### src/rtl/freq_meter_pkg.sv
// Shared encodings and limits for the gated edge-counting frequency meter.
package freq_meter_pkg;

  typedef enum logic [1:0] {
    IDLE   = 2'd0,
    GATE   = 2'd1,
    REPORT = 2'd2
  } state_t;

  localparam int MIN_GATE_CYCLES = 4;

endpackage

### src/rtl/freq_meter_sync_edge_detect.sv
// Brings an asynchronous input into fast_clock and flags its rising edges.
module sync_edge_detect (
  input  logic fast_clock,
  input  logic rst,
  input  logic async_in,
  output logic rise_pulse
);

  logic meta_p0;
  logic sync_p1;
  logic hist_p2;

  always_ff @(posedge fast_clock or negedge rst) begin
    if (!rst) begin
      meta_p0 <= 1'b0;
      sync_p1 <= 1'b0;
      hist_p2 <= 1'b0;
    end else begin
      meta_p0 <= async_in;
      // p0 -> p1: metastability settles; p1 -> p2: one-cycle history
      sync_p1 <= meta_p0;
      hist_p2 <= sync_p1;
    end
  end

  assign rise_pulse = sync_p1 & ~hist_p2;

endmodule

### src/rtl/freq_meter.sv
// Counts rising edges of sig_in over a fixed fast_clock gate window and reports each result.
module freq_meter
  import freq_meter_pkg::*;
#(
  parameter int GATE_CYCLES = 50_000_000,
  parameter int CNT_W       = 16
) (
  input  logic             fast_clock,
  input  logic             rst,
  input  logic             enable,
  input  logic             sig_in,
  output logic [CNT_W-1:0] freq_count,
  output logic             count_valid,
  output logic             overflow,
  output logic             busy
);

  localparam int               TMR_W     = $clog2(GATE_CYCLES);
  localparam logic [TMR_W-1:0] LAST_TICK = TMR_W'(GATE_CYCLES - 1);
  localparam logic [CNT_W-1:0] CNT_MAX   = '1;

  state_t           state;
  logic [TMR_W-1:0] gate_tmr;
  logic [CNT_W-1:0] edge_acc;
  logic             acc_ovf;
  logic             rise_pulse;

  function automatic logic [CNT_W-1:0] sat_inc(input logic [CNT_W-1:0] v);
    return (v == CNT_MAX) ? CNT_MAX : v + 1'b1;
  endfunction

  sync_edge_detect u_sync_edge_detect (
    .fast_clock (fast_clock),
    .rst        (rst),
    .async_in   (sig_in),
    .rise_pulse (rise_pulse)
  );

  always_ff @(posedge fast_clock or negedge rst) begin
    if (!rst) begin
      state       <= IDLE;
      gate_tmr    <= '0;
      edge_acc    <= '0;
      acc_ovf     <= 1'b0;
      freq_count  <= '0;
      overflow    <= 1'b0;
      count_valid <= 1'b0;
      busy        <= 1'b0;
    end else begin
      count_valid <= 1'b0;
      case (state)
        IDLE: begin
          if (enable) begin
            state    <= GATE;
            busy     <= 1'b1;
            gate_tmr <= '0;
            edge_acc <= '0;
            acc_ovf  <= 1'b0;
          end
        end
        GATE: begin
          if (!enable) begin
            state <= IDLE;
            busy  <= 1'b0;
          end else begin
            if (rise_pulse) begin
              edge_acc <= sat_inc(edge_acc);
              if (edge_acc == CNT_MAX) acc_ovf <= 1'b1;
            end
            if (gate_tmr == LAST_TICK) begin
              state <= REPORT;
              busy  <= 1'b0;
            end else begin
              gate_tmr <= gate_tmr + 1'b1;
            end
          end
        end
        REPORT: begin
          // Edges seen during this cycle are dropped by clearing for the next gate.
          freq_count  <= edge_acc;
          overflow    <= acc_ovf;
          count_valid <= 1'b1;
          gate_tmr    <= '0;
          edge_acc    <= '0;
          acc_ovf     <= 1'b0;
          if (enable) begin
            state <= GATE;
            busy  <= 1'b1;
          end else begin
            state <= IDLE;
          end
        end
        default: begin
          state <= IDLE;
          busy  <= 1'b0;
        end
      endcase
    end
  end

endmodule

### config.mk
export PLATFORM = sky130hd
export DESIGN_NAME = freq_meter
export DESIGN_NICKNAME = d
export VERILOG_FILES = /design/src/rtl/freq_meter_pkg.sv /design/src/rtl/freq_meter_sync_edge_detect.sv /design/src/rtl/freq_meter.sv
export SDC_FILE = /design/constraint.sdc
export NUM_CORES = 1
export LEC_CHECK = 0
export ABC_AREA = 1
export CORE_UTILIZATION = 64
export DETAILED_ROUTE_END_ITERATION = 8
export GPL_TIMING_DRIVEN = 1
export PLACE_DENSITY = 0.94
export SLEW_MARGIN = 20
export SYNTH_ARGS = -nofsm -noshare
export SYNTH_HDL_FRONTEND = slang
export SYNTH_HIERARCHICAL = 1
export SYNTH_SLANG_ARGS = --single-unit
### constraint.sdc
create_clock -name fast_clock -period 2.2 [get_ports fast_clock]
set_input_delay 0.66 -clock fast_clock [delete_from_list [all_inputs] [get_ports fast_clock]]
set_output_delay 0.66 -clock fast_clock [all_outputs]
set_load 0.005 [all_outputs]
### Word-level counts from Yosys, hierarchy flattened

Cells that the tools add are included.

* register bits: 67
* input bits: 4
* output and inout port bits: 19
* logic and storage cells: 58

* add/subtract/negate cells: 2
* eq/ne operators: 11
* multiplexer cells: 24
* bitwise operators: 2
* reduce and logical (&&, ||, !) cells: 8

Operator list (number)
* $mux W26: 3
* $pmux W26 S3: 1
* $mux W16: 4
* $pmux W16 S3: 1
* $add A26 B1 Y26 const B: 1
* $eq A26 B26 Y1 const B: 1
* $add A16 B1 Y16 const B: 1
* $eq A16 B16 Y1 const B: 1
* $ne A2 B2 Y1 const B: 5
* $mux W1: 9
* $reduce_and A4 Y1: 2
* $mux W2: 3
* $pmux W2 S3: 1
* $reduce_and A5 Y1: 1
* $reduce_and A2 Y1: 2
* $ne A3 B3 Y1 const B: 1
* $pmux W1 S3: 1
* $reduce_bool A3 Y1: 1
* $eq A2 B1 Y1 const B: 1
* $eq A2 B2 Y1 const B: 1
* $logic_not A2 Y1: 1
* $ne A2 B1 Y1 const B: 1
* $pmux W1 S2: 1
* $reduce_or A2 Y1: 1
* 2 further kinds: 2

### Depth between registers and ports, before layout

* depth after elaboration: 5
* mapped depth: 11
* depth with buffers taken out: 10

### Cells and area by module

Netlist, hierarchy kept.

By module, submodules not included
* freq_meter: times used 1, cells an instance 466, area an instance 3484.6 um^2, sequential area each 1601.5 um^2
* sync_edge_detect: times used 1, cells an instance 5, area an instance 85.1 um^2, sequential area each 75.1 um^2

### Least setup slack after synthesis

Ideal clock, no wire load.

* kind: in2reg
* start point: input port enable
* end point: register edge_acc[12]
* library setup time: 0.123 ns
* arrival time: 1.414 ns
* data required time: 2.077 ns
* setup slack: 0.663 ns
* stages: 8
* path buffers: 1
* cells stage by stage: inv_1 -> o21ai_2 -> o21ai_2 -> inv_1 -> buf_2 -> nand2_1 -> nand2_1 -> nand2_1

* word-level cells in the longest chain between the ends: 2
* elaborated cells on any way between the ends: 3
* those cells by class: eq/ne: 2; reduce/logical: 1

RTL lines
* start: declaration: line freq_meter.sv:10 `input logic enable,`
* $ne A2 B2 Y1 (no line)
* $reduce_and A4 Y1 (no line) (*)
* end signal: assignment: line freq_meter.sv:67 `edge_acc <= sat_inc(edge_acc);`
* end: declaration: line freq_meter.sv:24 `logic [CNT_W-1:0] edge_acc;`

Every way passes the cells marked *; elsewhere a longest branch is shown, timed or not.
A chain may end at the register's enable or synchronous reset.

### Worst setup path in the final report

* start point: input port enable
* end point: register edge_acc[1]

The elaborated chain is that of the path after synthesis.

==> summary.txt <==
Floorplanning
  • Die area: 0.005881 mm²
  • Core ar.: 0.005238 mm²
  • Chip Height: 76.69 µm
  • Core Rows: 26
  • Initial Utilization: 68.16%
  • DIE WIDTH: 76.69 µm
  • I/O pin count: 23

Power and ir drop
  • Internal cell power: 1.910 mW
  • Tot Pwr: 2.492 mW
  • Leakage power: 1.901 nW
  • Net Sw Frac: 23.36%
  • Clock share of power: 41.2%
  • Comb power frac: 7.3%
  • Power density cells: 611.7 mW/mm²
  • VDD IR-drop max: 0.0005148 V
  • Reg power frac: 51.5%
  • P_sw: 582.2 µW

Route
  • DRC Markers: 0
  • DRT Pass-1 Iters: 6
  • Via count: 3223
  • Routed len/inst: 13.97 µm
  • DR vias/cell: 5.605
  • ANT nets after route: 0
  • 1st-iter DRT viols: 334
  • WL final: 8035 µm

STA
  • Final period util: 86.85%
  • Least-Margin Pin Slew: 0.4777 ns
  • Max frequency: 523.3 MHz
  • Pins Over Slew Limit: 0
  • Clk_skew: 0.004437 ns
  • Slew headroom: 67.96%
  • Final setup violation count: 0
  • Final hold vios: 0
  • RSZ-0062 raised after global routing: no
  • Setup ws final: 0.2892 ns
  • Final min period: 1.911 ns
  • Worst hold margin: 0.3174 ns
  • Post-route setup TNS: 0 ns

Status
  • Status: finished, final reports clean

Place
  • Pre-CTS setup slack: -0.03939 ns
  • Port bufs: 22
  • DP HPWL: 5504 µm
  • Placer Congestion: 0.9128

Final layout
  • Final core occ: 77.78%
  • Area delta synth->final: 14.13%
  • Most common cell after layout, fill and taps aside: nand2_1
  • Share of layout cells above drive strength 1: 9.505%
  • Commonest cells after routing, fill and taps aside: nand2_1 (167), dfrtp_1 (67), inv_1 (51)
  • # diodes: 0
  • Final nets: 507

Global route
  • First-pass GRT wire length: 14070 µm
  • Vias in the first global route: 3140
  • Gr ovfl total: 0
  • GRT Overall Usage: 31.05%
  • Initial antenna violation count: 0
  • Largest net degree at the start of global routing: 68

Logic synthesis
  • Cells after Synth: 471
  • Synth top area share: 46.97%
  • Post-Syn Nets: 477
  • Leading post-synthesis cells by cell area: dfrtp_1 (47%), nand2_1 (18%), o21ai_0 (6.4%)
  • Synthesized area per cell: 7.579 µm²
  • Mapped Area: 0.003570 mm²
  • Synthesis-stage register bit count: 67
  • Synth cell types: 27
  • Post-synthesis sequential area ratio: 46.97%
  • Yosys warns: 6
  • Cell accounting for the most synthesized area: dfrtp_1

Critical path
  • Critical Path Source Type: input port
  • Crit path DAT: 2.12 ns
  • Worst Path Max Fanout: 19
  • Worst EP required: 2.41 ns
  • WS Path Type: input port to register
  • CP endpoint kind: register

Clock tree
  • Worst-Skew Late Latency: 0.34 ns
  • CTS tree: yes
  • Post-CTS setup buffer count: 0
  • Clock H-tree levels: 3
  • Post-cts resize count: 0
  • Hold buffers post-CTS: 0
  • Num Clock Sinks: 67
  • Max Root-Sink Buffers: 2
  • CTS buffer count: 9
  • Clk pin slew, worst setup/hold paths: 0.06 ns
  • Clk root buf: clkbuf_8

Hold path
  • Type of the worst min-delay path: input port to async pin

Run
  • Max-cap violations: 0
==> flip-flops by register name (all words and copies together), names as in the netlist <==
| register | count |
|---|---|
| acc_ovf | 1 |
| busy | 1 |
| count_valid | 1 |
| edge_acc | 16 |
| freq_count | 16 |
| gate_tmr | 26 |
| overflow | 1 |
| state | 2 |
| u_sync_edge_detect/hist_p2 | 1 |
| u_sync_edge_detect/meta_p0 | 1 |
| u_sync_edge_detect/sync_p1 | 1 |
==> final timing paths <==
kind                                       startpoint                    endpoint  slack [ns]  cells after the start
hold / removal                                    rst                gate_tmr[24]        0.32                      2
min in group fast_clock    u_sync_edge_detect/meta_p0  u_sync_edge_detect/sync_p1        0.35                      0
max in group asynchronous                         rst               freq_count[1]        1.60                      2
hold reg to reg            u_sync_edge_detect/meta_p0  u_sync_edge_detect/sync_p1        0.35                      0
setup reg to reg                          gate_tmr[0]                 gate_tmr[6]        0.33                      9
setup / recovery                               enable                 edge_acc[1]        0.29                      7
==> cells in the mapped netlist (all sizes together) <==
cell	n
nor2	45
nand3b	3
o21ai	60
dfrtp	67
xnor2	6
nor3	8
clkinv	1
a21oi	3
nand3	27
buf	6
inv	53
clkbuf	3
ha	2
or2	1
xor2	13
nand2	171
nand4	2
==> metal layers <==
metal,up-vias,GRT usage [%],share of wire (%)
li1,1539,-,-
met1,1513,40.34,42
met2,148,48.66,49
met3,23,7.262,6.7
met4,0,15.96,2.3
met5,-,0,0
==> critical path, cell delays in order <==
cell and delay [ns]:
clkdlybuf4s50_1 0.41, inv_1 0.14, nor3_1 0.08, nand2_1 0.09, clkinv_1 0.40, o21ai_0 0.22, o21ai_0 0.12
==> per-stage QoR <==
step | instances | area, µm²
3_5_place_dp | 560 | 3880
5_1_grt | 575 | 4074
6_report | 575 | 4074
3_3_place_gp | 560 | 3880
4_1_cts | 575 | 4074
2_1_floorplan | 471 | 3570
==> kinds of logic after synthesis <==
logic type | after synthesis | share of synthesized area, %
buf+inv | 63 | 7.431
flops | 67 | 46.97
simple gates | 257 | 30.04
compound gates | 63 | 10.20
xor+xnor | 19 | 4.662
fa+ha+maj | 2 | 0.7009
==> layout make-up <==
cell class / instances / area [µm²]
sequential: 67 / 1677
clock buffer: 13 / 158.9
inverter: 54 / 202.7
fill: 343 / 1164
timing repair buffer: 28 / 285.3
tap: 70 / 87.58
multi-input combinational: 341 / 1628
clock inverter: 2 / 35.03
==> power by group through the flow <==
stage	registers (mW)	clock network [mW]	logic, mW
after CTS	1.28	1.04	0.183
after global placement	1.30	0	0.175
after global routing	1.29	1.09	0.204
after detailed placement	1.31	0	0.181
final	1.28	1.03	0.182
after floorplan	1.30	0	0.0917
Note: power is estimated with default switching activity, not from simulation.
